**src/rtl/group_gp_if.sv**
```systemverilog
// Operand and group generate/propagate handshake bundle
// between the adder front end and the prefix tree.
interface group_gp_if #(
    parameter int INPUTSIZE = 32,
    parameter int TREESIZE  = 8
);
    logic                  in_valid;
    logic                  in_ready;
    logic [INPUTSIZE-1:0]  a;
    logic [INPUTSIZE-1:0]  b;
    logic                  cin;
    logic                  out_valid;
    logic                  out_ready;
    logic [2*TREESIZE-1:0] gp_o;
    logic [INPUTSIZE-1:0]  g_bit_o;
    logic [INPUTSIZE-1:0]  p_bit_o;
    logic                  cin_o;

    modport master (
        output in_valid, a, b, cin, out_ready,
        input  in_ready, out_valid, gp_o, g_bit_o, p_bit_o, cin_o
    );

    modport slave (
        input  in_valid, a, b, cin, out_ready,
        output in_ready, out_valid, gp_o, g_bit_o, p_bit_o, cin_o
    );
endinterface

```
**src/rtl/group_gp_stage.sv**
```systemverilog
// Registered per-group (G,P) pre-processing stage ahead of the
// prefix tree, with a 2-entry skid buffer on the output handshake.
module group_gp_stage #(
    parameter int INPUTSIZE = 32,
    parameter int GROUPSIZE = 4
) (
    input  logic       clk,
    input  logic       rst,
    group_gp_if.slave  bus
);
    localparam int TREESIZE = INPUTSIZE / GROUPSIZE;

    typedef struct packed {
        logic [2*TREESIZE-1:0] gp;
        logic [INPUTSIZE-1:0]  g;
        logic [INPUTSIZE-1:0]  p;
        logic                  cin;
    } slot_t;

    typedef enum logic [1:0] {
        EMPTY = 2'd0,
        ONE   = 2'd1,
        FULL  = 2'd2
    } state_e;

    state_e state_q, state_d;
    slot_t  main_q, main_d;
    slot_t  skid_q, skid_d;
    slot_t  new_slot;
    logic   accept;
    logic   consume;

    // Seeding group 0's ripple with cin folds P_0 & cin into G_0.
    always_comb begin : gp_calc
        logic gg;
        logic pp;
        new_slot     = '0;
        new_slot.g   = bus.a & bus.b;
        new_slot.p   = bus.a ^ bus.b;
        new_slot.cin = bus.cin;
        for (int i = 0; i < TREESIZE; i++) begin
            gg = (i == 0) ? bus.cin : 1'b0;
            pp = 1'b1;
            for (int k = 0; k < GROUPSIZE; k++) begin
                gg = new_slot.g[i*GROUPSIZE+k]
                   | (new_slot.p[i*GROUPSIZE+k] & gg);
                pp = pp & new_slot.p[i*GROUPSIZE+k];
            end
            new_slot.gp[2*i+1] = gg;
            new_slot.gp[2*i]   = pp;
        end
    end

    assign bus.in_ready  = (state_q != FULL);
    assign bus.out_valid = (state_q != EMPTY);
    assign bus.gp_o      = main_q.gp;
    assign bus.g_bit_o   = main_q.g;
    assign bus.p_bit_o   = main_q.p;
    assign bus.cin_o     = main_q.cin;

    assign accept  = bus.in_valid & bus.in_ready;
    assign consume = bus.out_valid & bus.out_ready;

    always_comb begin
        state_d = state_q;
        main_d  = main_q;
        skid_d  = skid_q;
        unique case (state_q)
            EMPTY: begin
                if (accept) begin
                    main_d  = new_slot;
                    state_d = ONE;
                end
            end
            ONE: begin
                if (accept && consume) begin
                    main_d = new_slot;
                end else if (accept) begin
                    skid_d  = new_slot;
                    state_d = FULL;
                end else if (consume) begin
                    state_d = EMPTY;
                end
            end
            FULL: begin
                if (consume) begin
                    main_d  = skid_q;
                    state_d = ONE;
                end
            end
            default: state_d = EMPTY;
        endcase
    end

    always_ff @(posedge clk) begin
        if (rst) begin
            state_q <= EMPTY;
            main_q  <= '0;
            skid_q  <= '0;
        end else begin
            state_q <= state_d;
            main_q  <= main_d;
            skid_q  <= skid_d;
        end
    end
endmodule

```
**src/flat_wrapper.sv**
```systemverilog
// flat-port wrapper written by rule: the top's interface ports become plain ports
module group_gp_stage_flat 
#(
    parameter int INPUTSIZE = 32,
    parameter int GROUPSIZE = 4
)
  (clk, rst, bus_in_valid, bus_a, bus_b, bus_cin, bus_out_ready, bus_in_ready, bus_out_valid, bus_gp_o, bus_g_bit_o, bus_p_bit_o, bus_cin_o);
  group_gp_if #(.INPUTSIZE(INPUTSIZE), .TREESIZE(((32) / (4)))) bus_i ();
  input  logic clk;
  input  logic rst;
  input wire logic [$bits(bus_i.in_valid)-1:0] bus_in_valid;
  input wire logic [$bits(bus_i.a)-1:0] bus_a;
  input wire logic [$bits(bus_i.b)-1:0] bus_b;
  input wire logic [$bits(bus_i.cin)-1:0] bus_cin;
  input wire logic [$bits(bus_i.out_ready)-1:0] bus_out_ready;
  output wire logic [$bits(bus_i.in_ready)-1:0] bus_in_ready;
  output wire logic [$bits(bus_i.out_valid)-1:0] bus_out_valid;
  output wire logic [$bits(bus_i.gp_o)-1:0] bus_gp_o;
  output wire logic [$bits(bus_i.g_bit_o)-1:0] bus_g_bit_o;
  output wire logic [$bits(bus_i.p_bit_o)-1:0] bus_p_bit_o;
  output wire logic [$bits(bus_i.cin_o)-1:0] bus_cin_o;
  assign bus_i.in_valid = bus_in_valid;
  assign bus_i.a = bus_a;
  assign bus_i.b = bus_b;
  assign bus_i.cin = bus_cin;
  assign bus_i.out_ready = bus_out_ready;
  assign bus_in_ready = bus_i.in_ready;
  assign bus_out_valid = bus_i.out_valid;
  assign bus_gp_o = bus_i.gp_o;
  assign bus_g_bit_o = bus_i.g_bit_o;
  assign bus_p_bit_o = bus_i.p_bit_o;
  assign bus_cin_o = bus_i.cin_o;
  group_gp_stage #(.INPUTSIZE(INPUTSIZE), .GROUPSIZE(GROUPSIZE)) u_core (.clk(clk), .rst(rst), .bus(bus_i));
endmodule
```
**config.mk**
```make
export PLATFORM = sky130hd
export DESIGN_NAME = group_gp_stage_flat
export DESIGN_NICKNAME = d
export VERILOG_FILES = /design/src/rtl/group_gp_if.sv /design/src/rtl/group_gp_stage.sv /design/src/flat_wrapper.sv
export SDC_FILE = /design/constraint.sdc
export NUM_CORES = 1
export LEC_CHECK = 0
export CORE_UTILIZATION = 30
export DETAILED_ROUTE_END_ITERATION = 8
export PLACE_DENSITY = 0.5
export SETUP_SLACK_MARGIN = 0.02
export SYNTH_ARGS = -nofsm -noshare
export SYNTH_HDL_FRONTEND = slang
export SYNTH_SLANG_ARGS = --single-unit
export TNS_END_PERCENT = 20
```
**constraint.sdc**
```tcl
create_clock -name clk -period 1.5 [get_ports clk]
set_clock_uncertainty 0.05 [all_clocks]
set_input_delay 0.225 -clock clk [delete_from_list [all_inputs] [get_ports clk]]
set_output_delay 0.225 -clock clk [all_outputs]
set_load 0.01 [all_outputs]
```
==> impl_results.md, run 1 <==
* H-Tree Depth at 4
* Worst Hold Slack at 0.183 ns
* Worst skew pair latency at 0.43 ns
* Max-cap viol count at 0
* Total GRT Usage at 0.189
* GRT overflow at 0
* Fin crit period at 1.60 ns
* Crit-path slowest cell: dfxtp_2
* Pin count of the biggest net entering global routing at 49
* Via/cell ratio at 4.78
* PD cells at 1080 mW/mm²
* Post-route setup slack at -0.0961 ns
* Final Hold Fails at 0
* Max incr delay on CP at 0.33 ns
* CP Max Fanout at 28
* Ports at 152
* Drc violations at 0
* RSZ-0062 raised after global routing: true
* N_diodes at 0
* Path depth of the worst reg2reg path at 7
* Failing checks: setup timing
* Number of global-route vias before repair at 6314
* Synth Instances at 885
* Vias at 6894
* Hold-fix buffers at CTS at 0
* Leading cell type in the layout, fill and taps excluded: nand2_1
* Port Buffers at 151
* Dpl hpwl at 16100 µm
* Layout Cells excl Fill at 1441
* Period utilization at 1.06
* Initial Util at 0.306
* Top post-synthesis cells by area: dfxtp_1 (46%), nand2_1 (14%), a21oi_1 (6.2%)
* Hold depth at 3
* CTS root buffer: clkbuf_16
* First-pass GRT wire length at 35200 µm
* Die area at 0.0245 mm²
* Worst vdd ir at 659 µV
* Sequential cell area fraction in the yosys report at 0.458
* Main synth FF type: dfxtp_1
* Crit Path Category: reg2reg
* Post-route ant nets at 0
* Largest area contributor in the netlist: dfxtp_1
* Reg2reg setup slack at -0.1 ns
* CTS buffer count at 17
* Antenna violations before repair at 0
* Synth cell types at 33
* Final Cell Area at 0.0108 mm²
* Layout cell share with drive strength beyond 1 at 0.203
* Die Width at 157 µm
* Synthesis Warnings at 0
* Synth top area share at 0.458
* Hold Crit Class: in2reg
* Worst setup EP type: flop
* Least-Margin Pin Slew at 0.383 ns
* Core Rows at 56
* Area delta synth->final at 50.9%
* Routed WL at 23200 µm
* Run status: finished, violations left
* DP Area at 0.00996 mm²
* Total core area at 0.0235 mm²
* Post-Syn Area at 0.00717 mm²
* Required @ worst endpoint at 1.79 ns
* Worst-path clk slew at 0.07 ns
* Syn_area_per_cell at 8.10 µm²
* TritonRoute pass-1 iters at 5
* Clock tree sinks at 164
* Endpoints failing setup at 72
* # placed instances at 1402
* Drt initial violations at 442
* Avg WL per Cell at 16.1 µm
* Layout Nets at 1210
* Final Slew Violations at 0
* Synth Net Count at 986
* Gpl congestion at 0.776
* Die Height at 157 µm
* Max-slew headroom at 0.744
* Commonest non-fill, non-tap cells in the layout: nand2_1 (271), dfxtp_1 (161), nor2_1 (101)
* Synth Register Bits at 164
* Maximum root-to-sink buffer count at 2
* Number of synthesized flops with an enable pin at 0
* Cell Chain, Critical Path: buf_6 > nand3b_1 > o21ai_4 > buf_12 > buf_16 > nor2_1 > a311oi_2
* CTS tree: yes
* Startpoint types: flop
* Fmax at 627 MHz
* Async set-reset flop share out of synthesis at 0
* Arr. time, crit path at 1.89 ns
* Lkg Pwr at 4.39 nW
cells in the mapped netlist (2+ instances only):
library cell  number
nand4_1            7
a311oi_2          28
ha_1              32
a21oi_1           89
nor2b_1            3
a311oi_1          39
or3_1              7
a22o_1             7
nand2_1          272
o21ai_0            8
buf_2             33
a211oi_1          14
buf_4              5
nand2b_1           2
dfxtp_1          164
clkbuf_1          31
nor3_1            14
nor2_1           115
flip-flops by register name, indices dropped and copies added, names as in the netlist:
signal / count
u_core.skid_q: 81
u_core.bus.gp_o: 16
u_core.state_q: 2
u_core.bus.cin_o: 1
u_core.bus.g_bit_o: 32
u_core.bus.p_bit_o: 32
final timing paths:
path                                   startpoint                    end
worst max-delay path            u_core.state_q[0]  u_core.bus.p_bit_o[9]
worst min-delay path                          rst      u_core.skid_q[14]
worst max register to register  u_core.state_q[0]  u_core.bus.p_bit_o[9]
worst min register to register  u_core.skid_q[13]      u_core.skid_q[13]
what timing repair did:
| action | 4_1_cts | 5_1_grt |
|---|---|---|
| buffers inserted | 2 | 3 |
| gates cloned | 0 | 2 |
| resized for setup | 94 | 57 |
| pin swaps | 3 | 43 |
| endpoints found under the setup margin | 213 | 147 |
stage by stage:
stage	setup WS [ns]	power (mW)	setup TNS, ns	util
5_1_grt	-0.177	12.2	-8.64	0.461
3_5_place_dp	-0.486	7.12	-52.03	0.424
2_1_floorplan	0.0128	5.82	0	-
6_report	-0.0961	11.7	-3.16	0.461
4_1_cts	-0.126	11.6	-4.96	0.448
3_3_place_gp	-0.457	7.12	-52.79	0.424
power by group:
part / internal, mW / switching [mW] / leakage [nW]
Clock: 2.81 / 1.84 / 0.291
Combinational: 1.13 / 1.13 / 2.76
Sequential: 4.61 / 0.153 / 1.34
per-layer routing:
metal	wire length, µm	global-route usage	vias up
li1	-	-	3498
met1	11500	0.272	3238
met2	10500	0.288	140
met3	950	0.0316	18
met4	248	0.0542	0
met5	0	0	-
logic make-up after synthesis:
logic type               count (synthesis)  synth area share
AO/OA/AOI/OAI                          191             0.204
adder cells (fa/ha/maj)                 32            0.0558
buffers and inverters                   72            0.0462
flip-flops                             164             0.458
multiplexers                             1           0.00140
AND/OR/NAND/NOR                        425             0.235
critical path: cells and delay by family, from the launching register on:
family	cells	cell delay, ns
AOI/OAI and AO/OA	2	0.38
buffers and inverters	3	0.45
DFF	1	0.33
and+or+nand+nor	2	0.28
layout make-up:
cell class | instances | area, µm²
repair buffers | 275 | 2710
inverters | 2 | 8.76
clock inverters | 10 | 145
well taps | 319 | 399
multi-input cells | 649 | 3790
flip-flops and latches | 164 | 3290
clock buffers | 22 | 484
fillers | 2325 | 12600
Note: power is estimated with default switching activity, not from simulation.
==> run 2: changes to the inputs <==
- CTS_CLUSTER_DIAMETER: default -> 120
- clock period: 1.5 -> 1.45 ns (I/O delays scaled with it)
==> run 2 against run 1 <==
Against the previous run: the flow still finishes with violations (setup timing); register-to-register slack barely moved; combinational power rose by 2%; non-clock buffer count rose by 8; core utilization rose by 0.059 points; count of clock-buffer cells in the layout fell by 4; largest cell class unchanged.
==> impl_results.md, run 2 (same netlist as run 1, synthesis figures left out) <==
* Hold Crit Class: in2reg
* Maximum root-to-sink buffer count at 2 (unchanged)
* TNS Setup at -2.67 ns (+0.494 ns)
* CP Max Fanout at 18 (-36%)
* Final Slew Violations at 0 (unchanged)
* Most flops, register: u_core.skid_q
* Arr. time, crit path at 1.83 ns (-0.06 ns)
* Worst R2R Start: u_core.state_q[0]
* Core Rows at 56 (unchanged)
* Post-route setup slack at -0.0950 ns (+0.00116 ns)
* CTS root buffer: clkbuf_16
* Lkg Pwr at 4.38 nW (-0.24%)
* Max reg flops at 81 (unchanged)
* Failing checks: setup timing
* Worst vdd ir at 708 µV (+7.3%)
* Crit Path Category: reg2reg
* Top delay family on crit path: compound AO/OA/AOI/OAI gates
* Port Buffers at 151 (unchanged)
* Leading cell type in the layout, fill and taps excluded: nand2_1
* N_diodes at 0 (unchanged)
* Required @ worst endpoint at 1.74 ns (-0.05 ns)
* Max incr delay on CP at 0.35 ns (+0.02 ns)
* Reg2reg setup slack at -0.09 ns (about the same)
* Worst skew pair latency at 0.44 ns (about the same)
* H-Tree Depth at 4 (unchanged)
* Worst r2r dst: u_core.bus.g_bit_o[16]
* Ports at 152 (unchanged)
* RSZ-0062 raised after global routing: true
* Run status: finished, violations left
* Least-Margin Pin Slew at 0.290 ns (-0.0930 ns)
* Hold depth at 5 (+2)
* Layout cell share with drive strength beyond 1 at 0.222 (+0.0189)
* Cell Chain, Critical Path: nor2b_2 > o21ai_4 > buf_12 > buf_12 > nor2_1 > a311oi_1
* Commonest non-fill, non-tap cells in the layout: nand2_1 (268), dfxtp_1 (160), nor2_1 (102)
* Worst setup EP type: flop
* Pin count of the biggest net entering global routing at 40 (-18%)
* Post-route ant nets at 0 (unchanged)
* Drc violations at 0 (unchanged)
* CTS tree: yes
* Startpoint types: flop
* Period utilization at 1.07 (+0.00141)
* Drt initial violations at 356 (-19%)
* Final Hold Fails at 0 (unchanged)
* Endpoints failing setup at 63 (-13%)
* CTS buffer count at 17 (unchanged)
* Layout Nets at 1218 (+0.66%)
* Total GRT Usage at 0.189 (about the same)
* TritonRoute pass-1 iters at 5 (unchanged)
* Die Height at 157 µm (unchanged)
* Total core area at 0.0235 mm² (unchanged)
* Gpl congestion at 0.767 (-1.2%)
* Avg WL per Cell at 15.8 µm (-1.7%)
* Routed WL at 22900 µm (-1.2%)
* Crit-path slowest cell: dfxtp_2
* Fin crit period at 1.54 ns (-0.0512 ns)
* Clock tree sinks at 164 (unchanged)
* GRT overflow at 0 (unchanged)
* Most used cell, CP: buf_12
* Worst Hold Slack at 0.338 ns (+0.155 ns)
* Hold Path End: u_core.skid_q[26]
* Max-cap viol count at 0 (unchanged)
* CP bufs+invs at 2 (-1)
* Via/cell ratio at 4.83 (+1.0%)
* First-pass GRT wire length at 35500 µm (+0.90%)
* Initial Util at 0.306 (unchanged)
* Dpl hpwl at 16300 µm (+1.3%)
* Die area at 0.0245 mm² (unchanged)
* Area delta synth->final at 51.1%
* Antenna violations before repair at 0 (unchanged)
* Vias at 7005 (+1.6%)
* PD cells at 1090 mW/mm² (+0.79%)
* Fmax at 647 MHz (+3.3%)
* Path depth of the worst reg2reg path at 6 (-1)
* Die Width at 157 µm (unchanged)
* Worst-path clk slew at 0.07 ns (about the same)
* Max-slew headroom at 0.806 (+0.0620)
* Number of global-route vias before repair at 6372 (+0.92%)
* Hold_sp: bus_b[25]
==> run 2: layout make-up <==
class                   instances  area [µm²]
fillers                      2338       12600
clock buffers                  18         439
inverters                       2        10.0
clock inverters                14         141
repair buffers                283        2730
well taps                     319         399
flip-flops and latches        164        3290
multi-input cells             649        3830
==> run 2: what timing repair did <==
item / in CTS / in global routing
hold buffers: 1 / 0
setup endpoints to repair: 228 / 164
hold endpoints to repair: 3 / 0
buffers inserted: 2 / 1
gates resized for setup: 111 / 53
pin swaps: 16 / 22
==> run 2: worst register-to-register path, stage by stage (launching register included) <==
cell,delay [ns]
dfxtp_2,0.35
nor2b_2,0.18
o21ai_4,0.21
buf_12,0.20
buf_12,0.18
nor2_1,0.06
a311oi_1,0.23
==> run 2: worst max-delay path by stage <==
stage / start / end / slack (ns) / cells past startpoint
after floorplan: bus_b[17] / u_core.bus.gp_o[9] / -0.03 / 5
after global placement: bus_b[29] / u_core.bus.gp_o[15] / -0.52 / 6
after detailed placement: bus_b[5] / u_core.bus.gp_o[3] / -0.54 / 6
after CTS: u_core.state_q[1] / bus_in_ready / -0.15 / 3
after global routing: u_core.state_q[1] / u_core.bus.g_bit_o[19] / -0.17 / 7
final: u_core.state_q[0] / u_core.bus.g_bit_o[16] / -0.09 / 6
==> run 2: metal layers <==
layer / wire length (µm) / vias up / share of wire / track usage
li1: - / 3520 / - / -
met3: 1130 / 13 / 0.049 / 0.0305
met5: 0 / - / 0 / 0
met4: 241 / 0 / 0.011 / 0.0579
met1: 11600 / 3290 / 0.51 / 0.281
met2: 9900 / 182 / 0.43 / 0.277
==> run 2: metrics by stage <==
step / instances / worst slack (ns) / power, mW / cell area, µm² / utilization
2_1_floorplan: 885 / -0.0297 / 6.04 / 7230 / -
3_3_place_gp: 1413 / -0.518 / 7.40 / 10100 / 0.428
3_5_place_dp: 1413 / -0.541 / 7.40 / 10100 / 0.428
4_1_cts: 1448 / -0.147 / 11.8 / 10600 / 0.453
5_1_grt: 1449 / -0.173 / 12.3 / 10800 / 0.462
6_report: 1449 / -0.0950 / 11.8 / 10800 / 0.462
==> run 2: power by group <==
group | internal (mW) | switching (mW)
Sequential | 4.77 | 0.159
Clock | 2.47 | 2.06
Combinational | 1.16 | 1.16
Total | 8.41 | 3.38
==> run 3: changes to the inputs <==
- CORE_MARGIN: default -> 2
- CORE_UTILIZATION: 30 -> 45
- PLACE_DENSITY: 0.5 -> 0.71
- SLEW_MARGIN: default -> 25
==> run 3 against run 2 <==
Against the previous run: the flow still finishes with violations (setup timing); final cell count decreased by 7.5%; setup slack worse by 0.0043 ns; global-route usage is 6.2 points higher; combinational power about the same; worst hold slack worse by 0.31 ns; sequential power about the same; register-to-register slack hardly changed; critical path type unchanged; highest routed layer unchanged.
==> impl_results.md, run 3 (same netlist as run 1, synthesis figures left out) <==
* Arr. time, crit path at 1.82 ns (about the same)
* CTS buffer count at 17 (unchanged)
* Number of global-route vias before repair at 6490 (+1.9%)
* Most flops, register: u_core.skid_q
* Drt initial violations at 588 (+65%)
* Pint at 8.61 mW (+2.4%)
* RSZ-0062 raised after global routing: true
* Endpoints failing setup at 82 (+30%)
* Vias at 7272 (+3.8%)
* Top delay family on crit path: buffers and inverters
* Net Sw Frac at 0.272 (-0.0144)
* Final Slew Violations at 0 (unchanged)
* Worst setup EP type: flop
* Worst skew pair latency at 0.43 ns (about the same)
* Leading cell type in the layout, fill and taps excluded: nand2_1
* Cell Chain, Critical Path: buf_6 > nor2b_4 > buf_6 > buf_4 > or3_1 > a22o_1
* Run status: finished, violations left
* N_diodes at 0 (unchanged)
* Die Width at 130 µm (-17%)
* Core Rows at 46 (-18%)
* Final Hold Fails at 0 (unchanged)
* Area delta synth->final at 50.9%
* Sequential cell fraction of total power at 0.416 (-0.002)
* Most used cell, CP: buf_6
* CP bufs+invs at 3 (+1)
* Maximum root-to-sink buffer count at 2 (unchanged)
* Layout cell share with drive strength beyond 1 at 0.218 (-0.00435)
* TNS Setup at -3.04 ns (-0.375 ns)
* Post-route ant nets at 0 (unchanged)
* CTS tree: yes
* Max reg flops at 81 (unchanged)
* Hold Crit Class: in2reg
* Gpl congestion at 0.797 (+4.0%)
* Hold-fix buffers at CTS at 0 (-1)
* Crit Path Category: reg2reg
* Routed WL at 22400 µm (-2.3%)
* Antenna violations before repair at 0 (unchanged)
* TritonRoute pass-1 iters at 5 (unchanged)
* First-pass GRT wire length at 33200 µm (-6.5%)
* Lkg Pwr at 4.42 nW (+0.81%)
* Area of the multi-input gates at 0.00386 mm² (+0.95%)
* Dpl hpwl at 14900 µm (-8.6%)
* Avg WL per Cell at 16.7 µm (+5.6%)
* Clock tree sinks at 164 (unchanged)
* Via/cell ratio at 5.42 (+12%)
* Crit-path slowest cell: dfxtp_2
* Max-cap viol count at 0 (unchanged)
* Die area at 0.0170 mm² (-31%)
* Ports at 152 (unchanged)
* Clock share of power at 0.386 (about the same)
* Max-slew headroom at 0.779 (-0.0271)
* CTS root buffer: clkbuf_16
* Total core area at 0.0157 mm² (-33%)
* Drc violations at 0 (unchanged)
* Port Buffers at 151 (unchanged)
* Sw power at 3.22 mW (-4.7%)
* Fin crit period at 1.55 ns (+0.00428 ns)
* Worst vdd ir at 899 µV (+27%)
* Gate power share at 0.198 (about the same)
* Least-Margin Pin Slew at 0.331 ns (+0.0407 ns)
* GRT overflow at 0 (unchanged)
* Place WS at -0.558 ns (-0.0167 ns)
* Fmax at 645 MHz (-0.28%)
* Max incr delay on CP at 0.37 ns (+0.02 ns)
* Post-route setup slack at -0.0992 ns (-0.00428 ns)
* Layout Nets at 1213 (-0.41%)
* H-Tree Depth at 4 (unchanged)
* Fillcell total at 1242 (-47%)
* Required @ worst endpoint at 1.72 ns (-0.02 ns)
* Commonest non-fill, non-tap cells in the layout: nand2_1 (268), dfxtp_1 (162), nor2_1 (107)
* Pin count of the biggest net entering global routing at 50 (+25%)
* CP Max Fanout at 11 (-7)
* Total GRT Usage at 0.251 (+0.0620)
* Worst-path clk slew at 0.06 ns (about the same)
* Initial Util at 0.456 (+0.151)
* Failing checks: setup timing
* Die Height at 130 µm (-17%)
* Period utilization at 1.07 (+0.00295)
* Startpoint types: flop
* Reg area at 0.00329 mm² (unchanged)
* PD cells at 1090 mW/mm² (+0.50%)
run 3: cell count changes in the layout (fill, tap and decap cells not counted), moves of 4 or more:
cell,delta
buf_6,-7
nor2_1,+5
clkbuf_16,+4
clkdlybuf4s50_1,-5
clkinvlp_4,+5
buf_4,-6
buf_12,+4
nor2_2,-5
dlygate4sd2_1,+5
inv_6,-7
run 3: metrics by stage:
| stage | std cells | hold WS (ns) | cell area, µm² | utilization | total power [mW] |
|---|---|---|---|---|---|
| 2_1_floorplan | 885 | 0.303 | 7230 | - | 6.04 |
| 3_3_place_gp | 1301 | 0.392 | 9890 | 0.630 | 7.31 |
| 3_5_place_dp | 1301 | 0.395 | 9890 | 0.630 | 7.34 |
| 4_1_cts | 1335 | 0.0174 | 10500 | 0.671 | 11.8 |
| 5_1_grt | 1341 | 0.0319 | 10800 | 0.689 | 12.3 |
| 6_report | 1341 | 0.0303 | 10800 | 0.689 | 11.8 |
run 3: per-layer routing:
| metal | GRT usage | up-vias | wire (µm) |
|---|---|---|---|
| li1 | - | 3510 | - |
| met1 | 0.344 | 3461 | 9940 |
| met2 | 0.397 | 261 | 10600 |
| met3 | 0.0517 | 40 | 1360 |
| met4 | 0.0879 | 0 | 499 |
| met5 | 0 | - | 0 |
run 3: timing repair:
action	4_1_cts	5_1_grt
gates cloned	0	4
gates resized for setup	131	31
setup buffers	2	2
endpoints found under the setup margin	226	159
pin swaps	29	11
run 3: power by group through the flow:
stage | registers [mW] | logic (mW) | clock network (mW)
3_5_place_dp | 5.01 | 2.32 | 0
5_1_grt | 4.94 | 2.52 | 4.81
2_1_floorplan | 5.09 | 0.945 | 0
3_3_place_gp | 5.01 | 2.30 | 0
6_report | 4.92 | 2.35 | 4.56
4_1_cts | 4.91 | 2.25 | 4.60
run 3: cell type report:
| class | instances | share of cell area |
|---|---|---|
| clock inverter | 12 | 0.0119 |
| inverter | 2 | 0.000925 |
| timing repair buffer | 278 | 0.258 |
| multi-input combinational | 649 | 0.357 |
| tap | 216 | 0.0250 |
| clock buffer | 20 | 0.0431 |
| sequential | 164 | 0.304 |
run 3: worst paths after layout:
path | start | endpoint | slack (ns) | depth (start not counted)
worst max-delay path | u_core.state_q[0] | u_core.bus.gp_o[9] | -0.1 | 6
worst min-delay path | rst | u_core.skid_q[42] | 0.03 | 2
worst max register to register | u_core.state_q[0] | u_core.bus.gp_o[9] | -0.1 | 6
worst min register to register | u_core.skid_q[18] | u_core.skid_q[18] | 0.41 | 2
